File: src/rtl/risc_pkg.sv
// Shared definitions for the RISC program-counter unit: FSM state encoding,
// next-PC select encoding and default sizing constants.
package risc_pkg;

   localparam int unsigned PC_W_DEF      = 8;
   localparam int unsigned RAS_DEPTH_DEF = 4;

   typedef enum logic [1:0] {
      ST_BOOT = 2'd0,
      ST_RUN  = 2'd1,
      ST_HALT = 2'd2
   } state_e;

   typedef enum logic [1:0] {
      NPC_HOLD = 2'd0,
      NPC_POP  = 2'd1,
      NPC_BR   = 2'd2,
      NPC_INC  = 2'd3
   } npc_sel_e;

endpackage

File: src/rtl/risc_ras.sv
// Hardware return-address stack: circular LIFO with write pointer and entry
// count. A push while full overwrites the oldest entry; sticky overflow and
// underflow flags clear only on reset. Push and pop are never requested together.
module risc_ras
   import risc_pkg::*;
#(
   parameter int unsigned PC_W      = PC_W_DEF,
   parameter int unsigned RAS_DEPTH = RAS_DEPTH_DEF
) (
   input  logic            clk,
   input  logic            reset,
   input  logic            push_i,
   input  logic            pop_i,
   input  logic [PC_W-1:0] push_data_i,
   output logic [PC_W-1:0] pop_data_o,
   output logic            empty_o,
   output logic            full_o,
   output logic            ovf_o,
   output logic            unf_o
);

   localparam int unsigned PtrW = $clog2(RAS_DEPTH);
   localparam int unsigned CntW = PtrW + 1;

   logic [PC_W-1:0] mem_q [RAS_DEPTH];
   logic [PtrW-1:0] ptr_q, ptr_d, top_idx;
   logic [CntW-1:0] cnt_q, cnt_d;
   logic            ovf_q, ovf_d, unf_q, unf_d;

   // ptr_q is the next write slot, so the newest entry sits one below it;
   // when full it also points at the oldest entry, which a push overwrites.
   assign top_idx    = ptr_q - PtrW'(1);
   assign pop_data_o = mem_q[top_idx];
   assign empty_o    = (cnt_q == '0);
   assign full_o     = (cnt_q == CntW'(RAS_DEPTH));
   assign ovf_o      = ovf_q;
   assign unf_o      = unf_q;

   // Pointer, count and sticky flag next-state
   always_comb begin
      ptr_d = ptr_q;
      cnt_d = cnt_q;
      ovf_d = ovf_q;
      unf_d = unf_q;
      if (push_i) begin
         ptr_d = ptr_q + PtrW'(1);
         if (full_o) begin
            ovf_d = 1'b1;
         end else begin
            cnt_d = cnt_q + CntW'(1);
         end
      end else if (pop_i) begin
         if (empty_o) begin
            unf_d = 1'b1;
         end else begin
            ptr_d = top_idx;
            cnt_d = cnt_q - CntW'(1);
         end
      end
   end

   // Control state with synchronous reset; reset discards all entries
   always_ff @(posedge clk) begin
      if (reset) begin
         ptr_q <= '0;
         cnt_q <= '0;
         ovf_q <= 1'b0;
         unf_q <= 1'b0;
      end else begin
         ptr_q <= ptr_d;
         cnt_q <= cnt_d;
         ovf_q <= ovf_d;
         unf_q <= unf_d;
      end
   end

   // Entry storage; contents are qualified by the count so need no reset
   always_ff @(posedge clk) begin
      if (push_i && !reset) begin
         mem_q[ptr_q] <= push_data_i;
      end
   end

endmodule

File: src/rtl/risc_pc_unit.sv
// Program-counter and fetch-sequencing unit: BOOT/RUN/HALT sequencing, stall,
// taken branches and call/return. The return-address stack is built only when
// PC_UNIT_RAS_EN is defined; otherwise call is ignored, ret increments and the
// stack flags are tied constants.
module risc_pc_unit
   import risc_pkg::*;
#(
   parameter int unsigned PC_W      = PC_W_DEF,
   parameter int unsigned RESET_PC  = 0,
   parameter int unsigned STEP      = 1,
   parameter int unsigned RAS_DEPTH = RAS_DEPTH_DEF
) (
   input  logic            clk,
   input  logic            reset,
   input  logic            stall,
   input  logic            halt,
   input  logic            resume,
   input  logic            br_valid,
   input  logic [PC_W-1:0] br_target,
   input  logic            call,
   input  logic            ret,
   output logic [PC_W-1:0] pc,
   output logic            pc_valid,
   output logic            ras_empty,
   output logic            ras_full,
   output logic            ras_ovf,
   output logic            ras_unf
);

   localparam logic [PC_W-1:0] StepV   = PC_W'(STEP);
   localparam logic [PC_W-1:0] ResetPc = PC_W'(RESET_PC);

`ifdef PC_UNIT_RAS_EN
   localparam bit RasEn = 1'b1;
`else
   localparam bit RasEn = 1'b0;
`endif

   state_e          state_q, state_d;
   npc_sel_e        npc_sel;
   logic [PC_W-1:0] pc_q, pc_d, pc_inc, pop_data;
   logic            pc_valid_q;
   logic            push, pop, stack_empty;

   assign pc_inc   = pc_q + StepV;
   assign pc       = pc_q;
   assign pc_valid = pc_valid_q;

   // FSM next-state; halt beats resume because resume is only looked at in HALT
   always_comb begin
      state_d = state_q;
      case (state_q)
         ST_BOOT: state_d = ST_RUN;
         ST_RUN:  if (halt) state_d = ST_HALT;
         ST_HALT: if (resume) state_d = ST_RUN;
         default: state_d = ST_BOOT;
      endcase
   end

   // Next-PC select; halting, stalled or non-RUN cycles hold and touch no stack
   always_comb begin
      npc_sel = NPC_HOLD;
      push    = 1'b0;
      if (state_q == ST_RUN && !halt && !stall) begin
         if (ret) begin
            npc_sel = RasEn ? NPC_POP : NPC_INC;
         end else if (br_valid) begin
            npc_sel = NPC_BR;
            push    = RasEn && call;
         end else begin
            npc_sel = NPC_INC;
         end
      end
   end

   assign pop = (npc_sel == NPC_POP);

   // Next-PC mux; a pop from an empty stack falls back to a sequential step
   always_comb begin
      pc_d = pc_q;
      case (npc_sel)
         NPC_HOLD: pc_d = pc_q;
         NPC_POP:  pc_d = stack_empty ? pc_inc : pop_data;
         NPC_BR:   pc_d = br_target;
         NPC_INC:  pc_d = pc_inc;
         default:  pc_d = pc_q;
      endcase
   end

   // Registered PC, FSM state and fetch-valid
   always_ff @(posedge clk) begin
      if (reset) begin
         state_q    <= ST_BOOT;
         pc_q       <= ResetPc;
         pc_valid_q <= 1'b0;
      end else begin
         state_q    <= state_d;
         pc_q       <= pc_d;
         pc_valid_q <= (state_d == ST_RUN);
      end
   end

`ifdef PC_UNIT_RAS_EN
   risc_ras #(
      .PC_W      (PC_W),
      .RAS_DEPTH (RAS_DEPTH)
   ) u_ras (
      .clk         (clk),
      .reset       (reset),
      .push_i      (push),
      .pop_i       (pop),
      .push_data_i (pc_inc),
      .pop_data_o  (pop_data),
      .empty_o     (stack_empty),
      .full_o      (ras_full),
      .ovf_o       (ras_ovf),
      .unf_o       (ras_unf)
   );
   assign ras_empty = stack_empty;
`else
   logic unused_ras;
   assign unused_ras  = ^{push, pop, call};
   assign pop_data    = '0;
   assign stack_empty = 1'b1;
   assign ras_empty   = 1'b1;
   assign ras_full    = 1'b0;
   assign ras_ovf     = 1'b0;
   assign ras_unf     = 1'b0;
`endif

endmodule

File: config.mk
export PLATFORM = sky130hd
export DESIGN_NAME = risc_pc_unit
export DESIGN_NICKNAME = d
export VERILOG_FILES = /design/src/rtl/risc_pkg.sv /design/src/rtl/risc_ras.sv /design/src/rtl/risc_pc_unit.sv
export SDC_FILE = /design/constraint.sdc
export NUM_CORES = 1
export LEC_CHECK = 0
export BUFFER_PORTS_ARGS = -buffer_cell sky130_fd_sc_hd__clkbuf_2
export CAP_MARGIN = 40
export CORE_UTILIZATION = 40
export DETAILED_ROUTE_END_ITERATION = 8
export PLACE_DENSITY = 0.76
export SLEW_MARGIN = 20
export SYNTH_ARGS = -nofsm -noshare
export SYNTH_HDL_FRONTEND = slang
export SYNTH_HIERARCHICAL = 1
export SYNTH_SLANG_ARGS = --single-unit
File: constraint.sdc
create_clock -name clk -period 1.4 [get_ports clk]
set_clock_uncertainty 0.15 [all_clocks]
set_input_delay 0.21 -clock clk [delete_from_list [all_inputs] [get_ports clk]]
set_output_delay 0.21 -clock clk [all_outputs]
set_load 0.01 [all_outputs]
* Word-level counts from Yosys, hierarchy flattened *
Cells that the tools add are included.

operators by class
  equal/unequal tests = 6
  add/sub/neg operators = 1
  reduce and logical (&&, ||, !) cells = 7
  muxes and demuxes = 7

operator list
  kind                   count
  $pmux W8 S2            1
  $add A8 B1 Y8 const B  1
  $eq A2 B1 Y1 const B   3
  $eq A2 B2 Y1 const B   3
  $mux W2                3
  $pmux W2 S3            1
  $logic_not A2 Y1       2
  $logic_and A1 B1 Y1    2
  $logic_not A1 Y1       2
  $mux W1                2
  $reduce_or A2 Y1       1

word-level totals
  word-level logic and storage cells = 24
  input port bits = 16
  output and inout port bits = 13
  bits in registers = 11

* Depth between registers and ports, before layout *
Gate-level depths: netlist of the first run.

  depth in word-level cells = 7
  depth in mapped cells = 6
  depth with buffers taken out = 5

* Least setup slack after synthesis of the first run *
OpenSTA, ideal clock, no wires.

  path kind = reg-to-reg
  from = register state_q[1]
  to = register pc_q[7], in the netlist pc[7]
  buffers on the path = 1
  clock period less this slack = 1501 ps
  arrival = 1277 ps
  library setup time = 74 ps
  data required time = 1176 ps
  stages on the path, launching flop included = 6
  path slack = -101 ps
  cell sequence = dfxtp_1 -> or4b_1 -> buf_2 -> nor3_2 -> mux2i_1 -> a31oi_1

on the way
  word-level cells in the longest chain between the ends = 7
  elaborated cells on any way between the ends = 10
  classes of those cells = 4 x eq/ne; 2 x mux; 4 x reduce/logical

ends and longest elaborated chain
  what                                          line                RTL
  start: declaration                            risc_pc_unit.sv:39  state_e state_q, state_d;
  start signal: assignment                      risc_pc_unit.sv:97  state_q <= state_d;
  $eq A2 B1 Y1 (*)                              risc_pc_unit.sv:64  if (state_q == ST_RUN && !halt && !stall) begin
  $logic_and A1 B1 Y1 (*) (2 in a row)          risc_pc_unit.sv:64
  $mux W2 (*)                                   risc_pc_unit.sv:64
  $eq A2 B1 Y1 or $eq A2 B2 Y1 (tied branches)  risc_pc_unit.sv:81  case (npc_sel)
  $reduce_or A2 Y1 (no line)                    -
  $pmux W8 S2                                   risc_pc_unit.sv:81
  end signal: assignment                        risc_pc_unit.sv:94  pc_q <= ResetPc;
  end signal: assignment                        risc_pc_unit.sv:98  pc_q <= pc_d;
  end: declaration                              risc_pc_unit.sv:41  logic [PC_W-1:0] pc_q, pc_d, pc_inc, pop_data;

Mark *: on every way between the ends. The rest lies on a longest branch, timed or not.
A chain may end at the register's enable or synchronous reset.

* Worst setup path in the final report of the first run *
Same ends and word-level chain as after synthesis.

==> results.sh, run 1 <==
export IMPL_status="complete, but fails checks"
export IMPL_failed_checks="design-rule violations, negative setup slack"
export IMPL_antenna_left=0
export IMPL_htree_levels=1
export IMPL_endpoint="pc[7]$_SDFFE_PP0P_"
export IMPL_cts_sinks=11
export IMPL_hold_path_class="in2reg"
export IMPL_syn_inst=82
export IMPL_synth_area_sq_um=644.4
export IMPL_worst_slack_ps=-60.16
export IMPL_worstReg2RegStart="state_q[1]$_SDFF_PP0_"
export IMPL_drc=1
export IMPL_worst_setup_path_end_kind="register"
export IMPL_power_density_mw_per_mm2=747.9
export IMPL_power_mw=0.6896
export IMPL_irDropWorstVdd_mv=0.5368
export IMPL_yosysTopAreaCellShare_pct=34.17
export IMPL_design_area_sq_um=922.1
export IMPL_hold_ws_ps=27.35
export IMPL_dieArea_sq_mm=0.001775
export IMPL_coreArea_sq_mm=0.001506
export IMPL_ys_ff_latch=11
export IMPL_clkTransAtPathRegs_ps=70
export IMPL_setup_tns_ps=-115.8
export IMPL_root_buffer="clkbuf_4"
export IMPL_synth_area_top_cells="dfxtp_1 34%, o21ai_0 6.2%, a21oi_1 4.7%"
export IMPL_maxClockFrequency_mhz=684.9
export IMPL_cts_hold_buf=0
export IMPL_postPlaceCellArea_sq_um=828.3
export IMPL_dieHeight_um=42.14
export IMPL_fill_cells=131
export IMPL_nets=134
export IMPL_grt_max_degree=20
export IMPL_min_period_over_period_pct=104.3
export IMPL_gp_congestion=0.7999
export IMPL_report_final_slew_viol_count=0
export IMPL_vias=714
export IMPL_synth_seq_area_share_pct=34.17
export IMPL_grt_antenna_before_repair=0
export IMPL_dp_hpwl_um=1130
export IMPL_insertion_delay_ps=270
export IMPL_grt_pass1_vias=668
export IMPL_crit_fanout=6
export IMPL_area_delta_synth_final_pct=43.11
export IMPL_rows=14
export IMPL_cts_buffers_inserted=3
export IMPL_viasPerCell=5.409
export IMPL_synth_warnings=6
export IMPL_syn_avg_cell_area_sq_um=7.858
export IMPL_cts_tree="yes"
export IMPL_drtIter0Drc=16
export IMPL_setup_viol=3
export IMPL_die_w_um=42.14
export IMPL_crit_slowest_cell="or4b_4"
export IMPL_drv_cap=0
export IMPL_ys_types=28
export IMPL_synth_edf_count=0
export IMPL_port_buffers=23
export IMPL_synth_async_reset_ratio_pct=0
export IMPL_startpoint="state_q[1]$_SDFF_PP0_"
export IMPL_cp_required_ps=1450
export IMPL_worstSetupPathType="reg2reg"
export IMPL_ff2ff_path_depth=4
export IMPL_drive_above_1_share_pct=43.10
export IMPL_p_leak_nw=0.3959
export IMPL_grt_setup_unrepaired="yes"
export IMPL_cp_slowest_stage_delay_ps=530
export IMPL_clockBufferDepth=2
export IMPL_n_antenna_cell=0
export IMPL_ff2ff_setup_slack_ps=-60
export IMPL_r2r_end="pc[7]$_SDFFE_PP0P_"
export IMPL_floorplan_initialDensity_pct=42.77
export IMPL_mostFrequentLayoutCell="clkbuf_2"
export IMPL_critPathArrivalTime_ps=1510
export IMPL_grt_use_total_pct=20.45
export IMPL_synth_area_leader_cell="dfxtp_1"
export IMPL_dr_pass1_iters=6
export IMPL_drt_total_wl_um=1669
export IMPL_ios=29
export IMPL_hold_violations=0
export IMPL_cp_cell_sequence="or4b_4 -> nor3_2 -> mux2i_1 -> a31oi_1"
export IMPL_grt_overflow=0
export IMPL_grt_pass1_wl_um=2732
export IMPL_startpoint_type="register"
export IMPL_period_needed_ps=1460
export IMPL_layout_common_cells="23 x clkbuf_2, 11 x buf_4, 7 x dfxtp_1, 6 x a21oi_1, 6 x o21ai_0"
export IMPL_wl_per_cell_um=12.64
export IMPL_ys_flop_type="dfxtp_1"
-- cell families after synthesis --
| kind of cell | count (synthesis) | synth area share (%) |
|---|---|---|
| buf+inv | 9 | 8.349 |
| flops | 11 | 34.17 |
| fa+ha+maj | 1 | 1.941 |
| compound gates | 23 | 20.97 |
| simple gates | 34 | 30.29 |
| other cells | 2 | 1.165 |
| mux | 2 | 3.107 |
-- per-stage QoR --
step                std cells  setup slack, ps  util [%]
global route              132           -124.6     61.21
global placement          124           -135.7     54.98
floorplan                  84           -50.43         -
detailed placement        124           -170.4     54.98
CTS                       130           -59.37     58.22
finish                    132           -60.16     61.21
-- flip-flops by register name, summed over array words and instances (netlist names) --
signal,count
state_q,2
pc_valid,1
pc,8
-- synthesized netlist by cell type (all sizes together) (3+ instances only) --
master,number
nor2,5
and2,3
nand2,5
dfxtp,11
nand3b,3
nor2b,3
nand3,4
buf,8
nor3,3
a21oi,6
o21ai,8
a31oi,3
-- worst max-delay path: cells and delay by family, from the launching register on --
kind / cells / cell delay, ps
flops: 1 / 340
simple gates: 2 / 650
mux: 1 / 90
compound gates: 1 / 160
-- power breakdown --
part	total (mW)	switching, mW	internal, mW
clock	0.219	0.109	0.110
sequential	0.336	0.0101	0.326
combinational	0.134	0.0632	0.0709
total	0.690	0.182	0.507
-- timing repair --
| action | in CTS | in global routing |
|---|---|---|
| endpoints found under the setup margin | 6 | 8 |
| buffers inserted | 1 | 2 |
| cloned | 1 | 0 |
| resized for setup | 3 | 10 |
| pin swaps | 0 | 6 |
-- cell type report --
type	count	area, sq um	area share (%)
Clock buffer	4	26.28	2.849
Multi-Input combinational cell	64	410.4	44.50
Sequential cell	11	225.2	24.42
Tap cell	16	20.02	2.171
Timing Repair Buffer	37	240.2	26.05
-- worst min-delay path by stage --
stage	from	end	slack (ps)	cells after the start
floorplan	reset	pc[1]$_SDFFE_PP0P_	130	1
global placement	br_target[0]	pc[0]$_SDFFE_PP0P_	310	3
detailed placement	br_target[0]	pc[0]$_SDFFE_PP0P_	310	3
CTS	br_target[0]	pc[0]$_SDFFE_PP0P_	20	3
global route	br_target[0]	pc[0]$_SDFFE_PP0P_	20	3
finish	br_target[0]	pc[0]$_SDFFE_PP0P_	30	3
-- metal layers --
layer / vias to the layer above / routed length, um / track usage (%)
met4: 0 / 14 / 7.500
met5: - / 0 / 0
met2: 24 / 877 / 36.88
met1: 331 / 683 / 21.98
li1: 357 / - / -
met3: 2 / 94 / 6.897
(Power assumes the default switching activity.)
==> run 2, diff against run 1 <==
CELL_PAD_IN_SITES_DETAIL_PLACEMENT = 1   (was unset)
CELL_PAD_IN_SITES_GLOBAL_PLACEMENT = 2   (was unset)
CORE_ASPECT_RATIO = 1.25   (was unset)
CORE_UTILIZATION = 21   (was 40)
PLACE_DENSITY = 0.75   (was 0.76)
==> run 2 against run 1 <==
  * The run still ends with design-rule violations, negative setup slack left
  * Final area up 4.3%
  * Worst setup slack better by 20 ps
  * Critical path depth unchanged
  * Die area up 86%
  * Sequential power about the same
  * Maximum frequency up 1.4%
  * Final cell count up 17%
  * Global-route usage down 6.9 points
  * Clock-buffer cell count unchanged
  * Non-clock buffer count up 3
  * Critical endpoint unchanged
==> results.sh, run 2 (synthesis results as in run 1) <==
export IMPL_min_period_over_period_pct=102.8
export IMPL_dr_pass1_iters=6
export IMPL_ios=29
export IMPL_grt_pass1_wl_um=3332
export IMPL_die_w_um=51.55
export IMPL_drtIter0Drc=13
export IMPL_final_cells=155
export IMPL_power_mw=0.6959
export IMPL_area_delta_synth_final_pct=49.32
export IMPL_maxClockFrequency_mhz=694.6
export IMPL_grt_antenna_before_repair=0
export IMPL_worstSetupPathType="reg2reg"
export IMPL_dp_hpwl_um=1419
export IMPL_cts_buffers_inserted=3
export IMPL_wl_per_cell_um=12.92
export IMPL_largest_reg_flops=8
export IMPL_startpoint_type="register"
export IMPL_dieHeight_um=63.93
export IMPL_grt_max_degree=17
export IMPL_grt_overflow=0
export IMPL_viasPerCell=4.748
export IMPL_crit_fanout=6
export IMPL_dieArea_sq_mm=0.003295
export IMPL_floorplan_initialDensity_pct=22.08
export IMPL_hold_path_class="in2reg"
export IMPL_clkTransAtPathRegs_ps=80
export IMPL_grt_use_total_pct=13.55
export IMPL_period_needed_ps=1440
export IMPL_mostFrequentLayoutCell="clkbuf_2"
export IMPL_root_buffer="clkbuf_4"
export IMPL_failed_checks="design-rule violations, negative setup slack"
export IMPL_port_buffers=23
export IMPL_worst_setup_path_end_kind="register"
export IMPL_hold_violations=0
export IMPL_grt_setup_unrepaired="yes"
export IMPL_antenna_left=0
export IMPL_dp_cells=147
export IMPL_p_leak_nw=0.4136
export IMPL_cts_sinks=11
export IMPL_gp_congestion=0.7753
export IMPL_status="complete, but fails checks"
export IMPL_insertion_delay_ps=270
export IMPL_rows=22
export IMPL_htree_levels=1
export IMPL_setup_viol=3
export IMPL_clockBufferDepth=2
export IMPL_report_final_slew_viol_count=0
export IMPL_postPlaceCellArea_sq_um=863.3
export IMPL_power_density_mw_per_mm2=723.3
export IMPL_critPathArrivalTime_ps=1490
export IMPL_coreArea_sq_mm=0.002918
export IMPL_n_antenna_cell=0
export IMPL_drive_above_1_share_pct=45.38
export IMPL_drv_cap=0
export IMPL_irDropWorstVdd_mv=0.4726
export IMPL_nets=137
export IMPL_drc=1
export IMPL_vias=736
export IMPL_layout_common_cells="23 x clkbuf_2, 13 x buf_4, 7 x dfxtp_1, 6 x a21oi_1"
export IMPL_worst_slack_ps=-39.71
export IMPL_grt_pass1_vias=789
export IMPL_cp_required_ps=1450
export IMPL_design_area_sq_um=962.2
export IMPL_cts_tree="yes"
export IMPL_drt_total_wl_um=2002
==> run 2: final cells by class <==
cell class | count | area, sq um
Clock buffer | 4 | 26.28
Fill cell | 372 | 1956
Multi-Input combinational cell | 64 | 414.1
Sequential cell | 11 | 225.2
Tap cell | 36 | 45.04
Timing Repair Buffer | 40 | 251.5
==> run 2: what timing repair did <==
action | in CTS | in global routing
endpoints found under the hold margin | 0 | 0
hold buffers | 0 | 0
pin swaps | 7 | 7
resized for setup | 7 | 9
endpoints found under the setup margin | 8 | 8
cloned | 1 | 0
buffers inserted | 2 | 1
==> run 2: worst max-delay path, cell delays in order (launching register included) <==
cell     delay, ps
dfxtp_2        350
or4b_4         540
nor3_2         120
mux2i_1         90
a31oi_1        130
==> run 2: power by group <==
group,switching (mW),internal [mW]
Combinational,0.0667,0.0683
Clock,0.115,0.110
Sequential,0.00929,0.326
==> run 2: per-layer routing <==
| layer | GRT usage, % | wire (um) |
|---|---|---|
| met5 | 0 | 0 |
| met4 | 5.068 | 11 |
| met3 | 2.857 | 84 |
| met2 | 24.84 | 1111 |
| met1 | 14.68 | 795 |
==> run 2: path summary, 6_finish.rpt <==
kind                          from            endpoint  slack, ps  depth (start not counted)
min reg2reg     pc[7]$_SDFFE_PP0P_  pc[7]$_SDFFE_PP0P_        390                          2
max reg2reg  state_q[1]$_SDFF_PP0_  pc[7]$_SDFFE_PP0P_        -40                          4
min                   br_target[0]  pc[0]$_SDFFE_PP0P_         10                          3
max          state_q[1]$_SDFF_PP0_  pc[7]$_SDFFE_PP0P_        -40                          4
==> run 2: per-stage QoR <==
| stage | util, % | setup WS (ps) | hold WS [ps] | setup TNS (ps) |
|---|---|---|---|---|
| 2_1_floorplan | - | -50.43 | 132.8 | -120.8 |
| 3_3_place_gp | 29.59 | -153.9 | 314.1 | -577.5 |
| 3_5_place_dp | 29.59 | -220.5 | 313.3 | -808.4 |
| 4_1_cts | 32.29 | -76.22 | 18.89 | -226.6 |
| 5_1_grt | 32.98 | -76.81 | 17.05 | -412.5 |
| 6_report | 32.98 | -39.71 | 11.45 | -71.03 |
==> run 3, diff against run 2 <==
BUFFER_PORTS_ARGS = -buffer_cell sky130_fd_sc_hd__buf_2   (was -buffer_cell sky130_fd_sc_hd__clkbuf_2)
CTS_CLUSTER_DIAMETER = 100   (was unset)
==> run 3 against run 2 <==
  * Maximum frequency decreased by 0.90%
  * Final cell count increased by 0.65%
  * Final area increased by 1.4%
  * Combinational power increased by 4%
  * Critical endpoint unchanged
  * The run ends with negative setup slack left
  * Via count decreased by 0.54%
  * Critical path depth unchanged
  * Clock-buffer cell count unchanged
==> results.sh, run 3 (synthesis results as in run 1) <==
export IMPL_port_buffers=23
export IMPL_worst_setup_path_end_kind="register"
export IMPL_cp_slowest_stage_delay_ps=530
export IMPL_cts_sinks=11
export IMPL_swShare_pct=26.75
export IMPL_area_delta_synth_final_pct=51.46
export IMPL_root_buffer="clkbuf_4"
export IMPL_maxClockFrequency_mhz=688.4
export IMPL_dr_pass1_iters=4
export IMPL_grt_pass1_wl_um=3056
export IMPL_ff2ff_setup_slack_ps=-50
export IMPL_die_w_um=51.55
export IMPL_clkTransAtPathRegs_ps=80
export IMPL_failed_checks="negative setup slack"
export IMPL_drt_total_wl_um=1979
export IMPL_startpoint_type="register"
export IMPL_grt_max_degree=17
export IMPL_fill_cells=392
export IMPL_hold_path_class="in2reg"
export IMPL_post_place_ws_ps=-201.1
export IMPL_seq_power_share_pct=48.3
export IMPL_hold_ws_ps=46.32
export IMPL_dieHeight_um=63.93
export IMPL_antenna_left=0
export IMPL_grt_pass1_vias=695
export IMPL_p_int_mw=0.5082
export IMPL_dieArea_sq_mm=0.003295
export IMPL_drtIter0Drc=9
export IMPL_drive_above_1_share_pct=47.50
export IMPL_r2r_end="pc[7]$_SDFFE_PP0P_"
export IMPL_insertion_delay_ps=260
export IMPL_dp_hpwl_um=1362
export IMPL_gp_congestion=0.7766
export IMPL_worstReg2RegStart="state_q[1]$_SDFF_PP0_"
export IMPL_cp_required_ps=1440
export IMPL_grt_overflow=0
export IMPL_nets=138
export IMPL_wl_per_cell_um=12.69
export IMPL_crit_slowest_cell="or4b_4"
export IMPL_p_switching_mw=0.1856
export IMPL_min_period_over_period_pct=103.8
export IMPL_period_needed_ps=1453
export IMPL_cts_buffers_inserted=3
export IMPL_coreArea_sq_mm=0.002918
export IMPL_ios=29
export IMPL_pwr_share_clk_pct=31.3
export IMPL_n_antenna_cell=0
export IMPL_setup_viol=6
export IMPL_cts_tree="yes"
export IMPL_htree_levels=1
export IMPL_irDropWorstVdd_mv=0.3592
export IMPL_critPathArrivalTime_ps=1490
export IMPL_ff2ff_path_depth=4
export IMPL_mostFrequentLayoutCell="buf_2"
export IMPL_p_leak_nw=0.4221
export IMPL_grt_antenna_before_repair=0
export IMPL_rows=22
export IMPL_largest_reg_flops=8
export IMPL_cp_cell_sequence="or4b_4 -> nor3_2 -> mux2i_1 -> a31oi_1"
export IMPL_worstSetupPathType="reg2reg"
export IMPL_clockBufferDepth=2
export IMPL_startpoint="state_q[1]$_SDFF_PP0_"
export IMPL_drc=0
export IMPL_endpoint="pc[7]$_SDFFE_PP0P_"
export IMPL_vias=732
export IMPL_grt_use_total_pct=12.15
export IMPL_power_share_combinational_pct=20.4
export IMPL_report_final_slew_viol_count=0
export IMPL_min_from="br_target[0]"
export IMPL_floorplan_initialDensity_pct=22.08
export IMPL_grt_setup_unrepaired="yes"
export IMPL_layout_common_cells="24 x buf_2, 15 x buf_4, 7 x dfxtp_1, 6 x a21oi_1"
export IMPL_worst_slack_ps=-52.75
export IMPL_crit_fanout=6
export IMPL_drv_cap=0
export IMPL_power_density_mw_per_mm2=711.0
export IMPL_hold_violations=0
export IMPL_status="complete, but fails checks"
export IMPL_viasPerCell=4.692
[run 3: area by class of cell]
cell class	instances	area [sq um]	area share, %
multi-input cells	64	424.2	43.46
flip-flops and latches	11	225.2	23.08
well taps	36	45.04	4.615
repair buffers	41	255.2	26.15
clock buffers	4	26.28	2.692
[run 3: per-stage QoR]
step                      instances  area, sq um  setup TNS [ps]  utilization [%]  power (mW)
after floorplan                  84        665.6          -120.8                -      0.4091
after global placement          147        863.3          -672.5            29.59      0.4534
after detailed placement        147        863.3          -816.4            29.59      0.4571
after CTS                       153        914.6          -129.2            31.35      0.6819
after global routing            156        975.9          -756.2            33.45      0.7404
final                           156        975.9          -148.9            33.45      0.6939
[run 3: critical path: cells and delay by family (launching register included)]
family / cells / cell delay [ps]
AOI/OAI and AO/OA: 1 / 130
DFF: 1 / 350
muxes: 1 / 90
and+or+nand+nor: 2 / 660
[run 3: power by group through the flow]
stage	Combinational (mW)	Sequential (mW)	Clock [mW]
CTS	0.124	0.334	0.225
global placement	0.113	0.341	0
finish	0.141	0.335	0.217
floorplan	0.0628	0.346	0
detailed placement	0.116	0.341	0
global route	0.157	0.337	0.247
[run 3: timing repair]
action                     in CTS  in global routing
pin swaps                       0                 10
buffers inserted                1                  3
gates resized for setup         4                 12
setup endpoints to repair       6                  8
cloned                          1                  0
hold buffers                    0                  0
[run 3: worst min-delay path by stage]
stage	to	depth (start not counted)
floorplan	pc[1]$_SDFFE_PP0P_	1
finish	pc[0]$_SDFFE_PP0P_	3
CTS	pc[0]$_SDFFE_PP0P_	3
global route	pc[0]$_SDFFE_PP0P_	3
detailed placement	pc[0]$_SDFFE_PP0P_	3
global placement	pc[0]$_SDFFE_PP0P_	3
[run 3: routing by layer]
layer / vias to the layer above / global-route usage [%] / part of all wire [%]
li1: 368 / - / -
met1: 344 / 15.09 / 42
met2: 18 / 20.62 / 52
met3: 2 / 2.381 / 4.6
met4: 0 / 3.716 / 0.71
met5: - / 0 / 0
